[src/rtl/data_memory_sync.sv]
// data_memory_sync: parametrised synchronous load/store data memory.
//
// One write port and one registered read port over a DEPTH = 2**ADDR_WIDTH
// word array. A built-in clear sequencer sweeps zeros through every location
// after reset and whenever Clear is requested; accesses are refused while it
// runs. The array itself has no reset, so the sweep is its only
// initialisation.
//
// Ports:
//   Clock          - sole clock, rising edge
//   Reset_N        - asynchronous active-low reset
//   Write_Enable   - write request, sampled at rising Clock
//   Write_Address  - write word address
//   Data_In        - write data
//   Read_Enable    - read request, sampled at rising Clock
//   Read_Address   - read word address
//   Clear          - request a zeroing sweep of the whole array
//   Data_Out       - registered read data; holds between valid reads
//   Read_Valid     - high for one cycle when Data_Out carries a fresh result
//   Busy           - high while a clear sweep runs
//   Access_Dropped - one-cycle pulse after a request arrived while Busy
module data_memory_sync #(
  parameter int unsigned DATA_WIDTH = 8,
  parameter int unsigned ADDR_WIDTH = 4,
  parameter bit          BYPASS_EN  = 1'b1
) (
  input  logic                  Clock,
  input  logic                  Reset_N,
  input  logic                  Write_Enable,
  input  logic [ADDR_WIDTH-1:0] Write_Address,
  input  logic [DATA_WIDTH-1:0] Data_In,
  input  logic                  Read_Enable,
  input  logic [ADDR_WIDTH-1:0] Read_Address,
  input  logic                  Clear,
  output logic [DATA_WIDTH-1:0] Data_Out,
  output logic                  Read_Valid,
  output logic                  Busy,
  output logic                  Access_Dropped
);

  localparam int unsigned Depth = 2 ** ADDR_WIDTH;

  // The sweep counter carries one extra bit so the terminal compare is a
  // plain equality against the last address rather than relying on a wrap.
  localparam logic [ADDR_WIDTH:0] LastCnt = (ADDR_WIDTH + 1)'(Depth - 1);
  localparam logic [ADDR_WIDTH:0] CntOne  = (ADDR_WIDTH + 1)'(1);

  typedef enum logic [0:0] {
    StSweep,
    StIdle
  } state_e;

  state_e                state_q, state_d;
  logic [ADDR_WIDTH:0]   cnt_q, cnt_d;
  logic [DATA_WIDTH-1:0] dout_q, dout_d;
  logic                  valid_q, valid_d;
  logic                  drop_q, drop_d;

  logic [DATA_WIDTH-1:0] mem_q [Depth];

  // Single physical write port shared by the sweep and the user.
  logic                  mem_we;
  logic [ADDR_WIDTH-1:0] mem_waddr;
  logic [DATA_WIDTH-1:0] mem_wdata;

  logic                  rd_fire;
  logic                  bypass_hit;
  logic [DATA_WIDTH-1:0] rd_data;

  // Next-state, write-port steering and drop detection.
  always_comb begin
    state_d   = state_q;
    cnt_d     = cnt_q;
    mem_we    = 1'b0;
    mem_waddr = Write_Address;
    mem_wdata = Data_In;
    rd_fire   = 1'b0;
    drop_d    = 1'b0;

    unique case (state_q)
      StSweep: begin
        mem_we    = 1'b1;
        mem_waddr = cnt_q[ADDR_WIDTH-1:0];
        mem_wdata = '0;
        drop_d    = Write_Enable | Read_Enable;
        if (cnt_q == LastCnt) begin
          state_d = StIdle;
          cnt_d   = '0;
        end else begin
          cnt_d = cnt_q + CntOne;
        end
      end
      StIdle: begin
        // A read issued alongside Clear still completes.
        rd_fire = Read_Enable;
        if (Clear) begin
          // Clear wins over a same-cycle write, which is silently discarded.
          state_d = StSweep;
          cnt_d   = '0;
        end else if (Write_Enable) begin
          mem_we = 1'b1;
        end
      end
      default: begin
        state_d = StSweep;
        cnt_d   = '0;
      end
    endcase
  end

  // Same-address forwarding only applies to a write that actually commits.
  always_comb begin
    bypass_hit = BYPASS_EN && (state_q == StIdle) && Write_Enable && !Clear &&
                 (Write_Address == Read_Address);
    rd_data    = bypass_hit ? Data_In : mem_q[Read_Address];
  end

  always_comb begin
    valid_d = rd_fire;
    dout_d  = rd_fire ? rd_data : dout_q;
  end

  always_ff @(posedge Clock or negedge Reset_N) begin
    if (!Reset_N) begin
      state_q <= StSweep;
      cnt_q   <= '0;
      dout_q  <= '0;
      valid_q <= 1'b0;
      drop_q  <= 1'b0;
    end else begin
      state_q <= state_d;
      cnt_q   <= cnt_d;
      dout_q  <= dout_d;
      valid_q <= valid_d;
      drop_q  <= drop_d;
    end
  end

  // Storage array: deliberately unreset, initialised by the sweep.
  always_ff @(posedge Clock) begin
    if (mem_we) begin
      mem_q[mem_waddr] <= mem_wdata;
    end
  end

  assign Data_Out       = dout_q;
  assign Read_Valid     = valid_q;
  assign Busy           = (state_q == StSweep);
  assign Access_Dropped = drop_q;

endmodule
[config.mk]
export PLATFORM = sky130hd
export DESIGN_NAME = data_memory_sync
export DESIGN_NICKNAME = d
export VERILOG_FILES = /design/src/rtl/data_memory_sync.sv
export SDC_FILE = /design/constraint.sdc
export NUM_CORES = 1
export LEC_CHECK = 0
export BUFFER_PORTS_ARGS = -buffer_cell sky130_fd_sc_hd__buf_4
export CORE_MARGIN = 2
export CORE_UTILIZATION = 40
export CTS_CLUSTER_DIAMETER = 120
export DETAILED_ROUTE_END_ITERATION = 7
export SLEW_MARGIN = 15
export SYNTH_ARGS = -nofsm -noshare
export SYNTH_HDL_FRONTEND = slang
export SYNTH_SLANG_ARGS = --single-unit
[constraint.sdc]
create_clock -name Clock -period 2.11 [get_ports Clock]
set_input_delay 0.3165 -clock Clock [delete_from_list [all_inputs] [get_ports Clock]]
set_output_delay 0.3165 -clock Clock [all_outputs]
set_load 0.02 [all_outputs]
; Yosys cells after proc, flatten, opt, wreduce, memory -nomap -nowiden
; Memory sizes are Yosys's and may differ from the RTL's. A register that Yosys moved wholly into a read port is not among the register bits.
; Index checks and enable logic that the tools add are counted.
[word_totals]
register_bits = 8
ramBits = 128
inputBits = 21
output_inout_bits = 11
wordCells = 26
memories = 1
[classes]
addsub = 1
n_eq_ne = 2
n_mux = 15
bitwise = 2
n_reduce_logical = 1
[memory_table]
columns = memory, depth, width, read_ports, rd_clocked_by_memory_dff, write_ports, line
row1 = mem_q, 16, 8, 1, 1, 1, 59  ; logic [DATA_WIDTH-1:0] mem_q [Depth];
[op_table]
columns = op, count
row1 = 5-bit two-way mux, 2
row2 = 5-bit one-hot mux with 2 select lines, 1
row3 = 1-bit two-way mux, 8
row4 = 8-bit two-way mux, 1
row5 = "5-bit by 1-bit adder with 5-bit output, second input constant", 1
row6 = "5-bit by 4-bit equality test with 1-bit output, second input constant", 1
row7 = 4-bit two-way mux, 1
row8 = 1-bit one-hot mux with 2 select lines, 2
row9 = "2-bit != test, second input constant", 1
row10 = 1-bit zero test, 1
row11 = 1-bit NOT, 1
row12 = 1-bit bitwise OR, 1

; Depth between registers and ports, before layout
; Gate-level depths: netlist of run 1.
[depth]
depth_word = 5
ltp_mapped = 6
ltp_nobuf = 5

; Least setup slack after synthesis of run 1
; OpenSTA, ideal clock, no wires.
[synth_timing]
path_kind = register to register
start = reg state_q
end = mem mem_q[1][0], enable pin
setup_time_ns = 0.370
arrival_ns = 1.739
required_time_ns = 1.740
path_slack_ns = 0.001
stages_incl_launch_ff = 6
path_buffers = 2
period_less_slack_ns = 2.109
path_cell_list = dfrtp_1 -> buf_6 -> clkbuf_1 -> inv_1 -> o32a_1 -> nor2_1
[synth_between]
elab_chain_cells = 4
elab_cells_between_ends = 5
cone_classes = mux (4) / bitwise (1)
[synth_lines]
columns = element, line
row1 = "start, declared", 53  ; state_e state_q, state_d;
row2 = "start signal, assigned", 125  ; state_q <= StSweep;
row3 = "start signal, assigned", 131  ; state_q <= state_d;
row4 = 1-bit NOT, n/a
row5 = net Busy, 37  ; output logic Busy,
row6 = 1-bit one-hot mux with 2 select lines, 80  ; unique case (state_q)
row7 = 1-bit two-way mux, 141  ; if (mem_we) begin
row8 = 1-bit two-way mux (not written as such), 142  ; mem_q[mem_waddr] <= mem_wdata;
row9 = "end, declared", 59
; The timed path passes the listed nets, and every way through them passes these cells.

; Worst setup path in the final report of run 1
[layout_timing]
start = reg state_q
end = reg dout_q[7] (netlist: Data_Out[7]), read port of mem_q
[layout_between]
elab_chain_cells = 1
[layout_lines]
columns = element, line
row1 = 1-bit two-way mux, 80
row2 = "end, declared", 55  ; logic [DATA_WIDTH-1:0] dout_q, dout_d;
; No other way between the ends.
; A chain may end at the register's enable or synchronous reset.

==> results of run 1 <==
[flip-flops by register name (all words and copies together) (netlist names)]
name,flops
cnt_q,5
Access_Dropped,1
Read_Valid,1
state_q,1
Data_Out,8
mem_q,128
[repair_timing]
| item | 4_1_cts | 5_1_grt |
|---|---|---|
| hold buffers | 1 | 0 |
| endpoints found under the hold margin | 16 | 0 |
| resized for setup | 0 | 2 |
| endpoints found under the setup margin | 0 | 24 |
[cells in the mapped netlist (4+ instances only)]
library cell / instances
dfrtp_1: 16
edfxtp_1: 128
nor2_1: 22
mux4_2: 32
o21ai_0: 5
and2_1: 10
a221o_1: 8
nand2_1: 9
a22oi_1: 16
xnor2_1: 4
a21oi_1: 9
clkbuf_1: 7
[worst min path at each step]
stage,end,slack (ps),depth (start not counted)
finish,Data_Out[1]$_DFFE_PN0P_,150,2
global route,Data_Out[2]$_DFFE_PN0P_,140,2
detailed placement,Access_Dropped$_DFF_PN0_,200,1
CTS,Data_Out[2]$_DFFE_PN0P_,140,2
global placement,Access_Dropped$_DFF_PN0_,190,1
floorplan,Access_Dropped$_DFF_PN0_,20,0
[logic make-up after synthesis]
kind of cell    Yosys count  share of synthesized area
flops                   144                      0.735
compound gates           46                     0.0629
mux                      35                      0.131
fa+ha+maj                 1                    0.00217
xor+xnor                  5                    0.00759
buf+inv                  18                     0.0147
simple gates             54                     0.0466
[routing by layer]
| metal | track usage | vias to the layer above | wire, um |
|---|---|---|---|
| met2 | 0.281 | 126 | 5980 |
| met1 | 0.240 | 1572 | 5400 |
| met5 | 0 | - | 0 |
| met3 | 0.0591 | 24 | 968 |
| li1 | - | 1370 | - |
| met4 | 0.0822 | 0 | 376 |
[power by group through the flow]
| stage | Combinational [mW] | Clock (mW) | Sequential, mW |
|---|---|---|---|
| 2_1_floorplan | 1.16 | 0 | 4.16 |
| 3_3_place_gp | 2.03 | 0 | 4.16 |
| 4_1_cts | 2.08 | 2.79 | 4.13 |
| 3_5_place_dp | 2.07 | 0 | 4.18 |
| 5_1_grt | 2.25 | 2.90 | 4.18 |
| 6_report | 2.08 | 2.73 | 4.12 |
[worst max-delay path, delay by kind of cell, from the launching register on]
family	cells	cell delay [ps]
muxes	1	240
DFF	1	460
AOI/OAI and AO/OA	3	650
buffers and inverters	2	400
xor gates and xnor gates	1	150
[area by class of cell]
type	count	area [um2]	area share
flip-flops and latches	144	4250	0.606
multi-input cells	141	1450	0.207
repair buffers	63	538	0.0769
clock buffers	19	433	0.0618
well taps	180	225	0.0322
clock inverters	11	98.8	0.0141
inverters	3	11.3	0.00161
[cells in the final DEF, fill, tap and decap left out, types with 2 or more instances in the layout]
| cell type | Yosys | layout |
|---|---|---|
| edfxtp_1 | 128 | 128 |
| buf_4 | 2 | 57 |
| mux4_2 | 32 | 32 |
| nor2_1 | 22 | 22 |
| clkbuf_16 | 0 | 17 |
| a22oi_1 | 16 | 16 |
| dfrtp_1 | 16 | 15 |
| and2_1 | 10 | 10 |
| nand2_1 | 9 | 9 |
| a21oi_1 | 9 | 9 |
| a221o_1 | 8 | 8 |
| o21ai_0 | 5 | 5 |
| clkinv_1 | 0 | 5 |
| buf_12 | 0 | 5 |
| xnor2_1 | 4 | 4 |
| clkinv_2 | 0 | 4 |
| inv_1 | 3 | 3 |
| nand2b_1 | 3 | 3 |
| nor3_1 | 2 | 2 |
| nand3_1 | 2 | 2 |
| mux2i_1 | 2 | 2 |
| nor2b_1 | 2 | 2 |
| bufinv_16 | 0 | 2 |
| clkbuf_1 | 7 | 2 |
==> impl_results.html, run 1 <==
<table>
<tr><th>Metric</th><th>Value</th></tr>
<tr><th colspan="2">Power and ir drop</th></tr>
<tr><td>Switching power summed over all nets</td><td>2.53 mW</td></tr>
<tr><td>Sw Share</td><td>0.283</td></tr>
<tr><td>Worst IR drop on VDD</td><td>0.669 mV</td></tr>
<tr><td>Pwr dens</td><td>1280 nW/um2</td></tr>
<tr><td>Clock share of power</td><td>0.306</td></tr>
<tr><td>Combinational Power Share</td><td>0.233</td></tr>
<tr><td>Reported leakage power</td><td>2.46 nW</td></tr>
<tr><td>Cell Int Power</td><td>6.41 mW</td></tr>
<tr><td>Sequential fraction of design power</td><td>0.461</td></tr>
<tr><td>Total chip power</td><td>8.94 mW</td></tr>
<tr><th colspan="2">Final layout</th></tr>
<tr><td>Summed area of non-filler cells in the final layout</td><td>7000 um2</td></tr>
<tr><td>Core utilization of the finished layout</td><td>0.500</td></tr>
<tr><td>Layout-stage area growth over the synthesis result</td><td>21.3%</td></tr>
<tr><td>Count of nets after finishing</td><td>392</td></tr>
<tr><td>Number of fill cells in the layout</td><td>1156</td></tr>
<tr><td>Ratio of cells with drive above 1 in the final layout</td><td>0.320</td></tr>
<tr><td>Final instance count without filler cells</td><td>561</td></tr>
<tr><td>Diode count</td><td>0</td></tr>
<tr><th colspan="2">Logic synthesis</th></tr>
<tr><td>Flip-flop and latch count after synthesis</td><td>144</td></tr>
<tr><td>Post-synth EDFFs</td><td>128</td></tr>
<tr><td>Biggest area consumer among synthesized cells</td><td>edfxtp_1</td></tr>
<tr><td>Syn Std Cell Area</td><td>5770 um2</td></tr>
<tr><td>Part of the Yosys area used for sequential elements</td><td>0.735</td></tr>
<tr><td>Synth Net Count</td><td>325</td></tr>
<tr><td>Synth Instances</td><td>303</td></tr>
<tr><td>Top cells by area, synth</td><td>edfxtp_1 (67%), mux4_2 (12%), dfrtp_1 (6.9%), a22oi_1 (2.1%), nor2_1 (1.4%)</td></tr>
<tr><td>Post-Synthesis Mean Instance Area</td><td>19.0 um2</td></tr>
<tr><td>Most used DFF post-synth</td><td>edfxtp_1</td></tr>
<tr><td>Post-synth cell types</td><td>37</td></tr>
<tr><td>Synth Warn #</td><td>0</td></tr>
<tr><td>Area share of the largest cell type after synthesis</td><td>0.666</td></tr>
<tr><td>Fraction of synthesis flops using an asynchronous set or reset pin</td><td>0.111</td></tr>
<tr><th colspan="2">Global routing</th></tr>
<tr><td>Initial antenna violation count</td><td>0</td></tr>
<tr><td>Wire length of the first global-routing pass</td><td>19400 um</td></tr>
<tr><td>Global-route usage over all layers</td><td>0.184</td></tr>
<tr><td>Overall overflow remaining after global route</td><td>0</td></tr>
<tr><td>Vias in the first global route</td><td>3248</td></tr>
<tr><td>Largest net degree at the start of global routing</td><td>17</td></tr>
<tr><th colspan="2">Timing</th></tr>
<tr><td>Period utilization</td><td>0.961</td></tr>
<tr><td>RSZ-0062 raised after global routing</td><td>false</td></tr>
<tr><td>Hold slack</td><td>153 ps</td></tr>
<tr><td>Hold violation total from the final report</td><td>0</td></tr>
<tr><td>Min cycle time layout</td><td>2030 ps</td></tr>
<tr><td>Final setup violating endpoints</td><td>0</td></tr>
<tr><td>Accumulated negative setup slack</td><td>0 ps</td></tr>
<tr><td>Final slew viol count</td><td>0</td></tr>
<tr><td>Post-route worst setup slack</td><td>83.2 ps</td></tr>
<tr><td>Clock tree skew after final layout</td><td>5.97 ps</td></tr>
<tr><td>Slew @ Worst Pin</td><td>814 ps</td></tr>
<tr><td>Max-Slew Margin vs Limit</td><td>0.455</td></tr>
<tr><td>Maximum achievable frequency</td><td>0.493 GHz</td></tr>
<tr><th colspan="2">Floorplanning</th></tr>
<tr><td>Core Rows</td><td>43</td></tr>
<tr><td>Floorplan die area</td><td>15400 um2</td></tr>
<tr><td>Vert. Die Dim</td><td>124 um</td></tr>
<tr><td>Starting density of the core</td><td>0.413</td></tr>
<tr><td>Core ar.</td><td>14000 um2</td></tr>
<tr><td>Horiz. Die Dim</td><td>124 um</td></tr>
<tr><td>Io pins</td><td>32</td></tr>
<tr><th colspan="2">Hold path</th></tr>
<tr><td>Hold_sp</td><td>Data_In[1]</td></tr>
<tr><td>Kind of path behind the tightest hold check</td><td>primary input to flop</td></tr>
<tr><th colspan="2">Flow run</th></tr>
<tr><td>Max-cap violations</td><td>0</td></tr>
<tr><th colspan="2">CTS</th></tr>
<tr><td>Number of CTS-inserted buffers</td><td>17</td></tr>
<tr><td>Maximum buffer depth of the clock tree</td><td>2</td></tr>
<tr><td>Clock Tree Root</td><td>clkbuf_16</td></tr>
<tr><td>Clock-pin slew on the worst setup and hold paths</td><td>60 ps</td></tr>
<tr><td>Number of H-tree levels</td><td>4</td></tr>
<tr><td>Clock latency on the worst-skew pair</td><td>420 ps</td></tr>
<tr><td>Clk sinks</td><td>144</td></tr>
<tr><td>Clock tree from TritonCTS</td><td>built</td></tr>
<tr><td>Setup Buffers After CTS</td><td>0</td></tr>
<tr><th colspan="2">Worst setup path</th></tr>
<tr><td>Worst-path cell with the longest stage delay</td><td>dfrtp_2</td></tr>
<tr><td>Crit path from</td><td>state_q$_DFF_PN0_</td></tr>
<tr><td>Startpoint kind of the worst setup timing path</td><td>flop</td></tr>
<tr><td>Critical Path, Cell by Cell</td><td>buf_4 &gt; mux2i_1 &gt; xnor2_1 &gt; o41ai_4 &gt; buf_4 &gt; a21oi_1 &gt; a221o_1</td></tr>
<tr><td>Worst R2R Path Depth</td><td>7</td></tr>
<tr><td>Arrival time at the worst endpoint</td><td>2330 ps</td></tr>
<tr><td>Setup CP Type</td><td>flop to flop</td></tr>
<tr><td>Capturing element of the worst setup path</td><td>Data_Out[7]$_DFFE_PN0P_</td></tr>
<tr><td>Launching point of the worst reg2reg path</td><td>state_q$_DFF_PN0_</td></tr>
<tr><td>Max incr delay on CP</td><td>460 ps</td></tr>
<tr><td>Worst reg-to-reg setup slack</td><td>80 ps</td></tr>
<tr><td>Reg-to-reg critical path endpoint</td><td>Data_Out[7]$_DFFE_PN0P_</td></tr>
<tr><td>Critical path endpoint category</td><td>flop</td></tr>
<tr><td>Cell type with the highest occurrence count on the critical path</td><td>buf_4</td></tr>
<tr><td>WP data required</td><td>2410 ps</td></tr>
<tr><td>Largest fanout on the critical path</td><td>10</td></tr>
<tr><th colspan="2">Drt</th></tr>
<tr><td>WL/cell</td><td>22.7 um</td></tr>
<tr><td>Routed via count</td><td>3092</td></tr>
<tr><td>Remaining antenna violation count after routing</td><td>0</td></tr>
<tr><td>Vias/cell</td><td>5.51</td></tr>
<tr><td>Router iterations before antenna repair</td><td>4</td></tr>
<tr><td>DRC Markers</td><td>0</td></tr>
<tr><td>Iteration-0 DRC count of the detailed router</td><td>262</td></tr>
<tr><td>Total Wirelength</td><td>12700 um</td></tr>
<tr><th colspan="2">Placed design</th></tr>
<tr><td>Final weighted congestion in routability-driven placement</td><td>0.843</td></tr>
<tr><td>Worst setup slack before clock tree synthesis</td><td>56.1 ps</td></tr>
<tr><td>DP Wirelength</td><td>8610 um</td></tr>
<tr><td>DP Cell Count</td><td>530</td></tr>
<tr><td>Placed Instance Area</td><td>6450 um2</td></tr>
<tr><td>Count of buffers inserted at the top-level ports</td><td>31</td></tr>
<tr><th colspan="2">Outcome</th></tr>
<tr><td>Run status</td><td>complete, no violations</td></tr>
</table>
Power figures use the tool's default switching activity.
==> inputs of run 2 (changes only) <==
--- a/config.mk
+++ b/config.mk
@@ -10,6 +10,7 @@
 export CORE_UTILIZATION = 40
 export CTS_CLUSTER_DIAMETER = 120
 export DETAILED_ROUTE_END_ITERATION = 7
+export RECOVER_POWER = 100
 export SLEW_MARGIN = 15
 export SYNTH_ARGS = -nofsm -noshare
 export SYNTH_HDL_FRONTEND = slang
==> impl_results.html, run 2 (synthesis results as in run 1) <==
<table>
<tr><th>Metric</th><th>Value</th></tr>
<tr><th colspan="2">Timing</th></tr>
<tr><td>Slew @ Worst Pin</td><td>1010 ps (+193 ps)</td></tr>
<tr><td>Accumulated negative setup slack</td><td>0 ps (unchanged)</td></tr>
<tr><td>Final slew viol count</td><td>0 (unchanged)</td></tr>
<tr><td>Min cycle time layout</td><td>2020 ps (-5.27 ps)</td></tr>
<tr><td>Clock tree skew after final layout</td><td>5.33 ps (-0.642 ps)</td></tr>
<tr><td>Maximum achievable frequency</td><td>0.495 GHz (+0.26%)</td></tr>
<tr><td>RSZ-0062 raised after global routing</td><td>false</td></tr>
<tr><td>Hold violation total from the final report</td><td>0 (unchanged)</td></tr>
<tr><td>Period utilization</td><td>0.958 (-0.00250)</td></tr>
<tr><td>Final setup violating endpoints</td><td>0 (unchanged)</td></tr>
<tr><td>Max-Slew Margin vs Limit</td><td>0.328 (-0.127)</td></tr>
<tr><td>Hold slack</td><td>155 ps (+2.27 ps)</td></tr>
<tr><td>Post-route worst setup slack</td><td>88.4 ps (+5.27 ps)</td></tr>
<tr><th colspan="2">Power and ir drop</th></tr>
<tr><td>Worst IR drop on VDD</td><td>0.660 mV (-1.3%)</td></tr>
<tr><td>Reported leakage power</td><td>2.40 nW (-2.5%)</td></tr>
<tr><td>Pwr dens</td><td>1270 nW/um2 (-0.27%)</td></tr>
<tr><th colspan="2">Final layout</th></tr>
<tr><td>Largest register by flop count</td><td>mem_q</td></tr>
<tr><td>FF/Latch Area</td><td>4250 um2 (unchanged)</td></tr>
<tr><td>Diode count</td><td>0 (unchanged)</td></tr>
<tr><td>Area of the multi-input gates</td><td>1450 um2 (unchanged)</td></tr>
<tr><td>Leading cell types in the layout, fill and taps excluded</td><td>edfxtp_1 (128), mux4_2 (32), buf_4 (28)</td></tr>
<tr><td>Layout-stage area growth over the synthesis result</td><td>19.8%</td></tr>
<tr><td>Core utilization of the finished layout</td><td>0.494 (-0.00617)</td></tr>
<tr><td>Most common cell after layout, fill and taps aside</td><td>edfxtp_1</td></tr>
<tr><td>Flip-flop count of the largest register after layout</td><td>128 (unchanged)</td></tr>
<tr><td>Ratio of cells with drive above 1 in the final layout</td><td>0.286 (-0.0341)</td></tr>
<tr><td>Count of nets after finishing</td><td>392 (unchanged)</td></tr>
<tr><td>Number of fill cells in the layout</td><td>1180 (+2.1%)</td></tr>
<tr><th colspan="2">Worst setup path</th></tr>
<tr><td>Reg-to-reg critical path endpoint</td><td>Data_Out[7]$_DFFE_PN0P_</td></tr>
<tr><td>Worst R2R Path Depth</td><td>7 (unchanged)</td></tr>
<tr><td>Cell type with the highest occurrence count on the critical path</td><td>buf_4</td></tr>
<tr><td>Max incr delay on CP</td><td>450 ps (about the same)</td></tr>
<tr><td>Capturing element of the worst setup path</td><td>Data_Out[7]$_DFFE_PN0P_</td></tr>
<tr><td>Startpoint kind of the worst setup timing path</td><td>flop</td></tr>
<tr><td>Largest fanout on the critical path</td><td>10 (unchanged)</td></tr>
<tr><td>Critical Path, Cell by Cell</td><td>buf_4 &gt; mux2i_1 &gt; xnor2_1 &gt; o41ai_4 &gt; buf_4 &gt; a21oi_1 &gt; a221o_1</td></tr>
<tr><td>Crit path from</td><td>state_q$_DFF_PN0_</td></tr>
<tr><td>Worst reg-to-reg setup slack</td><td>90 ps (about the same)</td></tr>
<tr><td>WP data required</td><td>2410 ps (about the same)</td></tr>
<tr><td>Worst-path cell with the longest stage delay</td><td>dfrtp_2</td></tr>
<tr><td>Arrival time at the worst endpoint</td><td>2320 ps (about the same)</td></tr>
<tr><td>Setup CP Type</td><td>flop to flop</td></tr>
<tr><td>Critical path endpoint category</td><td>flop</td></tr>
<tr><td>Launching point of the worst reg2reg path</td><td>state_q$_DFF_PN0_</td></tr>
<tr><th colspan="2">Floorplanning</th></tr>
<tr><td>Io pins</td><td>32 (unchanged)</td></tr>
<tr><td>Core Rows</td><td>43 (unchanged)</td></tr>
<tr><td>Core ar.</td><td>14000 um2 (unchanged)</td></tr>
<tr><td>Starting density of the core</td><td>0.413 (unchanged)</td></tr>
<tr><td>Vert. Die Dim</td><td>124 um (unchanged)</td></tr>
<tr><td>Floorplan die area</td><td>15400 um2 (unchanged)</td></tr>
<tr><td>Horiz. Die Dim</td><td>124 um (unchanged)</td></tr>
<tr><th colspan="2">Flow run</th></tr>
<tr><td>Max-cap violations</td><td>0 (unchanged)</td></tr>
<tr><th colspan="2">Hold path</th></tr>
<tr><td>Hold_sp</td><td>Data_In[2]</td></tr>
<tr><td>Kind of path behind the tightest hold check</td><td>primary input to flop</td></tr>
<tr><th colspan="2">CTS</th></tr>
<tr><td>Number of CTS-inserted buffers</td><td>17 (unchanged)</td></tr>
<tr><td>Clock tree from TritonCTS</td><td>built</td></tr>
<tr><td>Maximum buffer depth of the clock tree</td><td>2 (unchanged)</td></tr>
<tr><td>Setup Buffers After CTS</td><td>0 (unchanged)</td></tr>
<tr><td>Clock-pin slew on the worst setup and hold paths</td><td>60 ps (about the same)</td></tr>
<tr><td>Clock Tree Root</td><td>clkbuf_16</td></tr>
<tr><td>Clock latency on the worst-skew pair</td><td>420 ps (about the same)</td></tr>
<tr><td>Number of H-tree levels</td><td>4 (unchanged)</td></tr>
<tr><td>Clk sinks</td><td>144 (unchanged)</td></tr>
<tr><th colspan="2">Drt</th></tr>
<tr><td>Vias/cell</td><td>5.55 (+0.68%)</td></tr>
<tr><td>Iteration-0 DRC count of the detailed router</td><td>311 (+19%)</td></tr>
<tr><td>Total Wirelength</td><td>12700 um (about the same)</td></tr>
<tr><td>Remaining antenna violation count after routing</td><td>0 (unchanged)</td></tr>
<tr><td>DRC Markers</td><td>0 (unchanged)</td></tr>
<tr><td>WL/cell</td><td>22.7 um (about the same)</td></tr>
<tr><td>Routed via count</td><td>3113 (+0.68%)</td></tr>
<tr><td>Router iterations before antenna repair</td><td>5 (+1)</td></tr>
<tr><th colspan="2">Global routing</th></tr>
<tr><td>Largest net degree at the start of global routing</td><td>17 (unchanged)</td></tr>
<tr><td>Initial antenna violation count</td><td>0 (unchanged)</td></tr>
<tr><td>Global-route usage over all layers</td><td>0.184 (unchanged)</td></tr>
<tr><td>Vias in the first global route</td><td>3248 (unchanged)</td></tr>
<tr><td>Overall overflow remaining after global route</td><td>0 (unchanged)</td></tr>
<tr><td>Wire length of the first global-routing pass</td><td>19400 um (unchanged)</td></tr>
<tr><th colspan="2">Placed design</th></tr>
<tr><td>Count of buffers inserted at the top-level ports</td><td>31 (unchanged)</td></tr>
<tr><td>Worst setup slack before clock tree synthesis</td><td>56.1 ps (unchanged)</td></tr>
<tr><td>Final weighted congestion in routability-driven placement</td><td>0.843 (unchanged)</td></tr>
<tr><td>DP Wirelength</td><td>8610 um (unchanged)</td></tr>
<tr><th colspan="2">Outcome</th></tr>
<tr><td>Run status</td><td>complete, no violations</td></tr>
</table>
run 2: changes by cell type in the layout (fill, tap and decap cells not counted):
cell      change
clkbuf_4      +1
clkbuf_1     +13
and2_0        +3
buf_4        -29
buf_2         +4
clkbuf_2     +11
and2_1        -3
run 2: worst min-delay path by stage:
stage / end / slack (ps) / depth (start not counted)
CTS: Data_Out[2]$_DFFE_PN0P_ / 140 / 2
floorplan: Access_Dropped$_DFF_PN0_ / 20 / 0
detailed placement: Access_Dropped$_DFF_PN0_ / 200 / 1
finish: Data_Out[2]$_DFFE_PN0P_ / 150 / 2
global placement: Access_Dropped$_DFF_PN0_ / 190 / 1
global route: Data_Out[2]$_DFFE_PN0P_ / 140 / 2
run 2: timing repair:
action,4_1_cts,5_1_grt
hold buffers,1,0
endpoints found under the setup margin,0,24
hold endpoints to repair,16,0
resized for setup,0,2
run 2: stage by stage:
| step | instances | area (um2) | total power [mW] |
|---|---|---|---|
| after floorplan | 303 | 5770 | 5.32 |
| after detailed placement | 530 | 6450 | 6.25 |
| after CTS | 561 | 6990 | 9.00 |
| final | 561 | 6910 | 8.81 |
| after global routing | 561 | 6910 | 9.20 |
| after global placement | 530 | 6450 | 6.18 |
run 2: critical path: cells and delay by family (launching register included):
kind	cells	cell delay, ps
compound gates	3	650
flops	1	450
buf+inv	2	400
mux	1	240
xor+xnor	1	150
run 2: cell type report:
type | count | share of cell area
clock inverter | 11 | 0.0143
timing repair buffer | 63 | 0.0653
multi-input combinational | 141 | 0.210
inverter | 3 | 0.00163
clock buffer | 19 | 0.0626
sequential | 144 | 0.614
tap | 180 | 0.0326
run 2: per-layer routing:
layer  wire, um  global-route usage  vias to the layer above
met1       5540               0.240                     1587
met5          0                   0                        -
met4        355              0.0822                        0
li1           -                   -                     1375
met3        823              0.0591                       25
met2       6010               0.281                      126
run 2: where the power goes:
group	switching (mW)	total [mW]	leakage [nW]	internal, mW
sequential	0.235	4.13	1.39	3.89
clock	1.04	2.73	0.264	1.69
combinational	1.25	1.95	0.744	0.700
==> inputs of run 3 (changes only) <==
--- a/config.mk
+++ b/config.mk
@@ -5,6 +5,7 @@
 export SDC_FILE = /design/constraint.sdc
 export NUM_CORES = 1
 export LEC_CHECK = 0
+export ABC_AREA = 1
 export BUFFER_PORTS_ARGS = -buffer_cell sky130_fd_sc_hd__buf_4
 export CORE_MARGIN = 2
 export CORE_UTILIZATION = 40
==> impl_results.html, run 3 <==
<table>
<tr><th>Metric</th><th>Value</th></tr>
<tr><th colspan="2">Logic synthesis</th></tr>
<tr><td>Portion of netlist area occupied by mux cells</td><td>0 (-0.131)</td></tr>
<tr><td>Area share of and/or/nand/nor cells after synthesis</td><td>0.240 (+0.194)</td></tr>
<tr><td>Synth Instances</td><td>633 (+110%)</td></tr>
<tr><td>Xor/xnor cell area share of the yosys netlist</td><td>0.00137 (-0.00621)</td></tr>
<tr><td>Syn Std Cell Area</td><td>6380 um2 (+10%)</td></tr>
<tr><td>Area share of the largest cell type after synthesis</td><td>0.603 (-0.0632)</td></tr>
<tr><td>Post-Synthesis Mean Instance Area</td><td>10.1 um2 (-47%)</td></tr>
<tr><td>List of most frequent post-synthesis cells</td><td>nand2_1 (164), edfxtp_1 (128), nor2_1 (97)</td></tr>
<tr><td>Compound-cell area share of the yosys netlist</td><td>0.0314 (-0.0315)</td></tr>
<tr><td>Most used DFF post-synth</td><td>edfxtp_1</td></tr>
<tr><td>Post-synthesis share of cell area spent on full adders, half adders and majority gates</td><td>0.00196 (-0.000206)</td></tr>
<tr><td>Most used standard cell by instance count after synthesis</td><td>nand2_1</td></tr>
<tr><td>Flip-flop and latch count after synthesis</td><td>144 (unchanged)</td></tr>
<tr><td>Top cells by area, synth</td><td>edfxtp_1 (60%), nand2_1 (9.7%), nand3_1 (6.4%), dfrtp_1 (6.3%), nor2_1 (5.7%)</td></tr>
<tr><td>Part of the Yosys area used for sequential elements</td><td>0.665 (-0.0698)</td></tr>
<tr><td>Synth Net Count</td><td>655 (+100%)</td></tr>
<tr><td>Biggest area consumer among synthesized cells</td><td>edfxtp_1</td></tr>
<tr><td>Synth Warn #</td><td>0 (unchanged)</td></tr>
<tr><td>Main combinational cell family by area after synthesis</td><td>simple AND/OR/NAND/NOR gates</td></tr>
<tr><td>Post-synth cell types</td><td>24 (-35%)</td></tr>
<tr><td>Fraction of synthesis flops using an asynchronous set or reset pin</td><td>0.111 (unchanged)</td></tr>
<tr><td>Post-synth EDFFs</td><td>128 (unchanged)</td></tr>
<tr><th colspan="2">Worst setup path</th></tr>
<tr><td>Worst reg-to-reg setup slack</td><td>170 ps (+80 ps)</td></tr>
<tr><td>Largest fanout on the critical path</td><td>16 (+6)</td></tr>
<tr><td>Reg-to-reg critical path endpoint</td><td>mem_q[2][2]$_DFFE_PP_</td></tr>
<tr><td>Arrival time at the worst endpoint</td><td>2030 ps (-290 ps)</td></tr>
<tr><td>Setup CP Type</td><td>flop to flop</td></tr>
<tr><td>Crit path from</td><td>state_q$_DFF_PN0_</td></tr>
<tr><td>Critical path endpoint category</td><td>flop</td></tr>
<tr><td>Startpoint kind of the worst setup timing path</td><td>flop</td></tr>
<tr><td>Launching point of the worst reg2reg path</td><td>state_q$_DFF_PN0_</td></tr>
<tr><td>Capturing element of the worst setup path</td><td>mem_q[2][2]$_DFFE_PP_</td></tr>
<tr><td>WP data required</td><td>2190 ps (-220 ps)</td></tr>
<tr><td>Worst R2R Path Depth</td><td>4 (-3)</td></tr>
<tr><th colspan="2">Timing</th></tr>
<tr><td>Slew @ Worst Pin</td><td>970 ps (-36.4 ps)</td></tr>
<tr><td>RSZ-0062 raised after global routing</td><td>false</td></tr>
<tr><td>Clock tree skew after final layout</td><td>6.62 ps (+1.29 ps)</td></tr>
<tr><td>Accumulated negative setup slack</td><td>0 ps (unchanged)</td></tr>
<tr><td>Maximum achievable frequency</td><td>0.514 GHz (+4.0%)</td></tr>
<tr><td>Max-Slew Margin vs Limit</td><td>0.353 (+0.0246)</td></tr>
<tr><td>Hold slack</td><td>132 ps (-22.6 ps)</td></tr>
<tr><td>Min cycle time layout</td><td>1940 ps (-77.1 ps)</td></tr>
<tr><td>Period utilization</td><td>0.922 (-0.0365)</td></tr>
<tr><td>Final setup violating endpoints</td><td>0 (unchanged)</td></tr>
<tr><td>Hold violation total from the final report</td><td>0 (unchanged)</td></tr>
<tr><td>Final slew viol count</td><td>0 (unchanged)</td></tr>
<tr><th colspan="2">Drt</th></tr>
<tr><td>Vias/cell</td><td>4.99 (-10%)</td></tr>
<tr><td>Routed via count</td><td>4562 (+47%)</td></tr>
<tr><td>Metal3 WL</td><td>1020 um (+24%)</td></tr>
<tr><td>Met2 wire length</td><td>7280 um (+21%)</td></tr>
<tr><td>Met1 wire length</td><td>7220 um (+30%)</td></tr>
<tr><td>Iteration-0 DRC count of the detailed router</td><td>431 (+39%)</td></tr>
<tr><td>Top routing layer in use</td><td>met4</td></tr>
<tr><td>Router iterations before antenna repair</td><td>5 (unchanged)</td></tr>
<tr><td>WL/cell</td><td>17.7 um (-22%)</td></tr>
<tr><td>DRC Markers</td><td>0 (unchanged)</td></tr>
<tr><td>Remaining antenna violation count after routing</td><td>0 (unchanged)</td></tr>
<tr><td>Total Wirelength</td><td>16100 um (+27%)</td></tr>
<tr><th colspan="2">Floorplanning</th></tr>
<tr><td>Core ar.</td><td>15700 um2 (+12%)</td></tr>
<tr><td>Horiz. Die Dim</td><td>130 um (+5.0%)</td></tr>
<tr><td>Vert. Die Dim</td><td>130 um (+5.0%)</td></tr>
<tr><td>Core Rows</td><td>46 (+7.0%)</td></tr>
<tr><td>Io pins</td><td>32 (unchanged)</td></tr>
<tr><td>Starting density of the core</td><td>0.406 (-0.00674)</td></tr>
<tr><td>Floorplan die area</td><td>17000 um2 (+10%)</td></tr>
<tr><th colspan="2">Final layout</th></tr>
<tr><td>Layout-stage area growth over the synthesis result</td><td>17.0%</td></tr>
<tr><td>Count of nets after finishing</td><td>707 (+80%)</td></tr>
<tr><td>Largest register by flop count</td><td>mem_q</td></tr>
<tr><td>Most common cell after layout, fill and taps aside</td><td>nand2_1</td></tr>
<tr><td>Core utilization of the finished layout</td><td>0.475 (-0.0193)</td></tr>
<tr><td>Leading cell types in the layout, fill and taps excluded</td><td>nand2_1 (167), edfxtp_1 (128), nor2_1 (97)</td></tr>
<tr><td>Diode count</td><td>0 (unchanged)</td></tr>
<tr><td>Summed area of non-filler cells in the final layout</td><td>7460 um2 (+7.9%)</td></tr>
<tr><td>Ratio of cells with drive above 1 in the final layout</td><td>0.123 (-0.163)</td></tr>
<tr><td>Flip-flop count of the largest register after layout</td><td>128 (unchanged)</td></tr>
<tr><th colspan="2">CTS</th></tr>
<tr><td>Clock latency on the worst-skew pair</td><td>420 ps (about the same)</td></tr>
<tr><td>Clock tree from TritonCTS</td><td>built</td></tr>
<tr><td>Maximum buffer depth of the clock tree</td><td>2 (unchanged)</td></tr>
<tr><td>Number of H-tree levels</td><td>4 (unchanged)</td></tr>
<tr><td>Cts repair resizes</td><td>0 (unchanged)</td></tr>
<tr><td>Number of CTS-inserted buffers</td><td>17 (unchanged)</td></tr>
<tr><td>Clk sinks</td><td>144 (unchanged)</td></tr>
<tr><td>Clock-pin slew on the worst setup and hold paths</td><td>60 ps (about the same)</td></tr>
<tr><td>Clock Tree Root</td><td>clkbuf_16</td></tr>
<tr><th colspan="2">Power and ir drop</th></tr>
<tr><td>Total chip power</td><td>9.76 mW (+11%)</td></tr>
<tr><td>Reported leakage power</td><td>3.14 nW (+31%)</td></tr>
<tr><td>Pwr dens</td><td>1310 nW/um2 (+2.7%)</td></tr>
<tr><td>Worst IR drop on VDD</td><td>0.786 mV (+19%)</td></tr>
<tr><th colspan="2">Global routing</th></tr>
<tr><td>Wire length of the first global-routing pass</td><td>25000 um (+29%)</td></tr>
<tr><td>Global-route usage over all layers</td><td>0.203 (+0.0192)</td></tr>
<tr><td>Overall overflow remaining after global route</td><td>0 (unchanged)</td></tr>
<tr><td>Vias in the first global route</td><td>4520 (+39%)</td></tr>
<tr><td>Largest net degree at the start of global routing</td><td>74 (+57)</td></tr>
<tr><td>Initial antenna violation count</td><td>0 (unchanged)</td></tr>
<tr><th colspan="2">Placed design</th></tr>
<tr><td>DP Wirelength</td><td>10400 um (+21%)</td></tr>
<tr><td>Count of buffers inserted at the top-level ports</td><td>31 (unchanged)</td></tr>
<tr><td>Placed Instance Area</td><td>7010 um2 (+8.6%)</td></tr>
<tr><td>Final weighted congestion in routability-driven placement</td><td>0.904 (+7.3%)</td></tr>
<tr><th colspan="2">Hold path</th></tr>
<tr><td>Kind of path behind the tightest hold check</td><td>primary input to flop</td></tr>
<tr><th colspan="2">Outcome</th></tr>
<tr><td>Run status</td><td>complete, no violations</td></tr>
<tr><th colspan="2">Flow run</th></tr>
<tr><td>Max-cap violations</td><td>0 (unchanged)</td></tr>
</table>
run 3: critical path, cell delays in order, from the launching register on:
cell      delay (ps)
dfrtp_1          480
buf_4            250
nand2_1           90
inv_1             60
clkbuf_1         720
run 3: how the worst min path moves through the flow:
stage / start / endpoint / slack (ps) / cells past startpoint
3_3_place_gp: Reset_N / cnt_q[3]$_DFFE_PN0P_ / 190 / 1
6_report: Read_Enable / Access_Dropped$_DFF_PN0_ / 130 / 3
3_5_place_dp: Reset_N / Access_Dropped$_DFF_PN0_ / 190 / 1
4_1_cts: Write_Enable / Access_Dropped$_DFF_PN0_ / 120 / 3
2_1_floorplan: Reset_N / Access_Dropped$_DFF_PN0_ / 20 / 0
5_1_grt: Read_Enable / Access_Dropped$_DFF_PN0_ / 150 / 3
run 3: per-stage QoR:
stage	std cells	setup slack (ps)
final	914	166
after global routing	914	68.2
after CTS	914	257
after detailed placement	881	285
after global placement	881	327
after floorplan	633	139
run 3: power by group:
group          switching, mW  internal [mW]
sequential             0.222           4.06
combinational           1.80          0.662
clock                   1.13           1.89
run 3: layout make-up:
class / instances / area, um2
flip-flops and latches: 144 / 4240
multi-input cells: 401 / 1750
fillers: 1477 / 8250
well taps: 216 / 270
repair buffers: 61 / 385
inverters: 60 / 225
clock inverters: 10 / 139
clock buffers: 22 / 454
run 3: cell families after synthesis:
logic type                 Yosys count
DFF                                144
buffers and inverters               88
AOI/OAI and AO/OA                   39
adders and majority gates            1
and+or+nand+nor                    360
xor gates and xnor gates             1
run 3: timing repair:
action                                 4_1_cts  5_1_grt
buffers inserted                             0        0
hold buffers                                 1        0
endpoints found under the hold margin       16        0
run 3: layer usage:
layer | global-route usage | up-vias
met1 | 0.268 | 2166
met5 | 0 | -
met4 | 0.0999 | 0
met2 | 0.316 | 168
li1 | - | 2191
met3 | 0.0472 | 37
